[config.mk]
export PLATFORM = sky130hd
export DESIGN_NAME = muldiv_ctrl
export DESIGN_NICKNAME = d
export VERILOG_FILES = /design/src/rtl/muldiv_pkg.sv /design/src/rtl/muldiv_watchdog.sv /design/src/rtl/muldiv_ctrl.sv
export SDC_FILE = /design/constraint.sdc
export NUM_CORES = 1
export LEC_CHECK = 0
export ABC_AREA = 1
export BUFFER_PORTS_ARGS = -buffer_cell sky130_fd_sc_hd__buf_4
export CORE_AREA = 2 2 39 41
export CTS_BUF_LIST = sky130_fd_sc_hd__clkbuf_4
export DETAILED_ROUTE_END_ITERATION = 10
export DIE_AREA = 0 0 41 43
export PLACE_DENSITY = 0.58
export RECOVER_POWER = 25
export SYNTH_ARGS = -nofsm -noshare
export SYNTH_HDL_FRONTEND = slang
export SYNTH_SLANG_ARGS = --single-unit
[constraint.sdc]
create_clock -name clock -period 1.1 [get_ports clock]
set_clock_uncertainty 0.15 [all_clocks]
set_input_delay 0.055 -clock clock [delete_from_list [all_inputs] [get_ports clock]]
set_output_delay 0.055 -clock clock [all_outputs]
set_load 0.01 [all_outputs]
[src/rtl/muldiv_pkg.sv]
// Shared definitions for the multiply/divide controller: state encodings,
// watchdog limit and HI/LO source select values. Optional MULDIV_TIMEOUT_EN adds a RUN watchdog.
package muldiv_pkg;

    typedef enum logic [2:0] {
        IDLE     = 3'd0,
        MULT_RUN = 3'd1,
        DIV_RUN  = 3'd2,
        WRITE    = 3'd3,
        DIV0     = 3'd4
    } state_t;

    localparam int   TIMEOUT_WIDTH = 6;
    localparam int   TIMEOUT_LIMIT = 63;
    localparam logic HILO_SEL_DIV  = 1'b0;
    localparam logic HILO_SEL_MULT = 1'b1;

    function automatic logic is_run(input state_t s);
        return (s == MULT_RUN) || (s == DIV_RUN);
    endfunction

endpackage

[src/rtl/muldiv_watchdog.sv]
// RUN-phase cycle counter for muldiv_ctrl; only instantiated when MULDIV_TIMEOUT_EN is defined.
module muldiv_watchdog
    import muldiv_pkg::*;
(
    input  logic clock,
    input  logic reset,
    input  logic clear,
    input  logic run,
    output logic expired
);

    logic [TIMEOUT_WIDTH-1:0] count;

    // Cleared on RUN entry, so the first RUN cycle sees 0 and the 64th sees the limit.
    always_ff @(posedge clock) begin
        if (reset) begin
            count <= '0;
        end else if (clear) begin
            count <= '0;
        end else if (run) begin
            count <= count + 1'b1;
        end
    end

    assign expired = (count == TIMEOUT_WIDTH'(TIMEOUT_LIMIT));

endmodule

[src/rtl/muldiv_ctrl.sv]
// Multiply/divide sequencing controller: launches the Mult/Div units and writes HI/LO.
// Defining MULDIV_TIMEOUT_EN adds a watchdog that abandons a RUN after 64 cycles without done.
module muldiv_ctrl
    import muldiv_pkg::*;
(
    input  logic       clock,
    input  logic       reset,
    input  logic       start_mult,
    input  logic       start_div,
    input  logic       read_hilo,
    input  logic       mult_done,
    input  logic       div_done,
    input  logic       div_zero,
    output logic       mult_start,
    output logic       div_start,
    output logic       hi_sel,
    output logic       lo_sel,
    output logic       write_hi,
    output logic       write_lo,
    output logic       busy,
    output logic       stall,
    output logic       div0_exc,
    output logic       timeout_exc,
    output logic [2:0] state_out
);

    state_t state;
    state_t next_state;
    logic   timed_out;

`ifdef MULDIV_TIMEOUT_EN
    logic wd_expired;

    muldiv_watchdog u_watchdog (
        .clock   (clock),
        .reset   (reset),
        .clear   ((state == IDLE) && is_run(next_state)),
        .run     (is_run(state)),
        .expired (wd_expired)
    );

    assign timed_out = wd_expired;
`else
    assign timed_out = 1'b0;
`endif

    // A zero divisor overrides a simultaneous div_done; done always beats the watchdog.
    always_comb begin
        next_state = state;
        case (state)
            IDLE: begin
                if (start_mult)     next_state = MULT_RUN;
                else if (start_div) next_state = DIV_RUN;
            end
            MULT_RUN: begin
                if (mult_done)      next_state = WRITE;
                else if (timed_out) next_state = IDLE;
            end
            DIV_RUN: begin
                if (div_zero)       next_state = DIV0;
                else if (div_done)  next_state = WRITE;
                else if (timed_out) next_state = IDLE;
            end
            default:                next_state = IDLE;
        endcase
    end

    always_ff @(posedge clock) begin
        if (reset) begin
            state       <= IDLE;
            mult_start  <= 1'b0;
            div_start   <= 1'b0;
            hi_sel      <= 1'b0;
            lo_sel      <= 1'b0;
            write_hi    <= 1'b0;
            write_lo    <= 1'b0;
            busy        <= 1'b0;
            stall       <= 1'b0;
            div0_exc    <= 1'b0;
            timeout_exc <= 1'b0;
        end else begin
            state      <= next_state;
            mult_start <= (state == IDLE) && (next_state == MULT_RUN);
            div_start  <= (state == IDLE) && (next_state == DIV_RUN);
            write_hi   <= (next_state == WRITE);
            write_lo   <= (next_state == WRITE);
            // Selects hold their last value between writes.
            if (next_state == WRITE) begin
                hi_sel <= (state == MULT_RUN) ? HILO_SEL_MULT : HILO_SEL_DIV;
                lo_sel <= (state == MULT_RUN) ? HILO_SEL_MULT : HILO_SEL_DIV;
            end
            busy     <= (next_state != IDLE);
            stall    <= (next_state != IDLE) && (read_hilo || start_mult || start_div);
            div0_exc <= (next_state == DIV0);
`ifdef MULDIV_TIMEOUT_EN
            timeout_exc <= is_run(state) && (next_state == IDLE);
`else
            timeout_exc <= 1'b0;
`endif
        end
    end

    assign state_out = state;

endmodule

==> metrics.yaml <==
status: "finished, violations left"
post_cts_buffers: 0
avgRoutedWirePerCell_um: 10.2
path_clk_slew_ns: 0.07
path_max_fanout: 6
dr.pass1.iters: 4
wl_um: 1010
num_rows: 14
p_switching_w: 0.000275
synth_nets: 62
synth_seq_cells: 10
start_util: 0.297
tns_ns: -0.419
fmax_mhz: 830
ir_worst_vdd_uv: 584
antenna_found_initial: 0
synth_cell_types: 14
critPathKind: "register to register"
power_frac_clock: 0.272
fin_crit_sh: 1.09
grt_pass1_vias: 383
setup_viol: 6
drc: 0
drt_first_iter_violations: 3
p_comb_frac: 0.279
grt_overflow: 0
whs_ns: -0.101
port_buffers: 19
period_minus_slack_ns: 1.20
end_kind: "register"
grt_pass1_wl_um: 1440
yosysWarnings: 0
grt_max_degree: 9
ctsHoldBuffers: 4
core_area_mm2: 0.00138
antenna_left: 0
hold_path.class: "input pin to register"
grt_usage: 0.128
syn_to_final_growth_pct: 72.0
cp-start-kind: "register"
drv_cap: 0
rsz0062_at_grt: "yes"
numCtsBuffers: 3
drive_above_1_share: 0.518
seqPwrFrac: 0.449
cts_tree: "done"
post-dp-hpwl_um: 695
place_area_um2: 608
hold_violations: 1
final_nets: 92
dieArea_mm2: 0.00176
top_level_ports: 21
p_leak_nw: 0.343
cp.required_ns: 1.11
arrival_ns: 1.21
clockRootBuffer: "clkbuf_4"
vias_per_cell: 4.36
switching_share: 0.293
syn_area_um2: 412
die_h_um: 43
dieWidth_um: 41
p_int_w: 0.000662
syn_avg_cell_area_um2: 7.62
cts_htree_levels: 1
finalInstanceArea_um2: 708
vias: 432
clockBufferDepth: 2
fin_ws_ns: -0.104
clock-sinks: 10
power-per-cell-area_mw_per_mm2: 1320
violations: "hold timing, setup timing"
antenna_cells: 0
yosysSeqAreaShare: 0.486
clk_latency_ns: 0.26
synthesis.instances: 54
n_fill_cell: 133
gp_congestion: 0.798
slew_violations: 0
[power by group through the flow]
stage / sequential, W / combinational (W) / clock, W
2_1_floorplan: 0.000436 / 0.000104 / 0
3_3_place_gp: 0.000421 / 0.000235 / 0
3_5_place_dp: 0.000423 / 0.000234 / 0
4_1_cts: 0.000416 / 0.000253 / 0.000270
5_1_grt: 0.000425 / 0.000286 / 0.000286
6_report: 0.000421 / 0.000261 / 0.000255
[layout by cell type, fill, tap and decap left out]
| cell type | count |
|---|---|
| a21oi_2 | 1 |
| buf_4 | 20 |
| buf_6 | 2 |
| clkbuf_1 | 3 |
| clkbuf_4 | 3 |
| clkinv_1 | 1 |
| conb_1 | 1 |
| dfxtp_1 | 7 |
| dfxtp_4 | 3 |
| dlygate4sd3_1 | 4 |
| inv_1 | 7 |
| inv_2 | 1 |
| nand2_1 | 2 |
| nand2_2 | 4 |
| nand3_1 | 3 |
| nand3_2 | 2 |
| nand4_1 | 1 |
| nor2_1 | 7 |
| nor2_2 | 4 |
| nor2_4 | 2 |
| nor3_1 | 2 |
| o21ai_0 | 1 |
| o21ai_1 | 1 |
| o21ai_4 | 1 |
[registers in the layout, summed over array words and instances, names as in the netlist]
signal and count:
mult_start 1, div0_exc 1, write_lo 1, lo_sel 1, busy 1, div_start 1
stall 1, state_out 3
[Yosys cell counts]
master	count	share of area
conb_1	1	0.0091
nand2_2	2	0.030
o21ai_0	3	0.036
nor3_1	2	0.024
a21oi_2	1	0.021
inv_1	8	0.073
clkbuf_1	1	0.0091
buf_4	3	0.055
nand4_1	1	0.015
nor2_1	9	0.082
nand2_1	4	0.036
nand3_1	5	0.061
nor2_2	4	0.061
dfxtp_1	10	0.49
[path summary, 6_finish.rpt]
check	end	startpoint	slack, ns	depth (start not counted)
min reg2reg	lo_sel$_SDFFE_PP0N_	lo_sel$_SDFFE_PP0N_	0.33	2
max	stall$_SDFF_PP0_	state_out[0]$_SDFF_PP0_	-0.10	6
max reg2reg	stall$_SDFF_PP0_	state_out[0]$_SDFF_PP0_	-0.10	6
min	stall$_SDFF_PP0_	start_mult	-0.10	3
[critical path, cell delays in order (launching register included)]
cell	delay (ns)
dfxtp_4	0.38
o21ai_4	0.13
nor2_2	0.06
nor2_2	0.16
nand3_1	0.11
nand2_2	0.08
nor2_2	0.03
[metal layers]
metal / global-route usage / wire length [um]
met5: 0 / 0
met4: 0.100 / 20
met3: 0.0471 / 46
met2: 0.209 / 532
met1: 0.116 / 410
[cell type report]
type | instances | area [um2] | area share
Clock inverter | 1 | 3.75 | 0.00530
Timing Repair Buffer | 29 | 224 | 0.316
Tap cell | 16 | 20.0 | 0.0283
Inverter | 8 | 30.0 | 0.0424
Clock buffer | 3 | 22.5 | 0.0318
Sequential cell | 10 | 211 | 0.299
Multi-Input combinational cell | 32 | 196 | 0.277
[repair_timing]
action                                  in CTS  in global routing
gates cloned                                 0                  0
pin swaps                                    3                  1
endpoints found under the hold margin        9                  1
gates resized for setup                      3                  8
endpoints found under the setup margin       6                 10
[metrics by stage]
step                total power (W)  setup slack, ns  utilization  hold WS [ns]  std cells
floorplan                  0.000540          -0.0114            -        0.0468         54
global placement           0.000656          -0.0811        0.439         0.136         91
detailed placement         0.000656          -0.0816        0.439         0.138         91
CTS                        0.000940          -0.0794        0.495        -0.110         99
global route               0.000997           -0.156        0.512       -0.0985         99
finish                     0.000937           -0.104        0.512        -0.101         99
[kinds of logic after synthesis]
group	Yosys count	synth area share
buffers and inverters	12	0.137
and+or+nand+nor	27	0.310
AOI/OAI and AO/OA	4	0.0577
other	1	0.00911
DFF	10	0.486
Power figures use the tool's default switching activity.
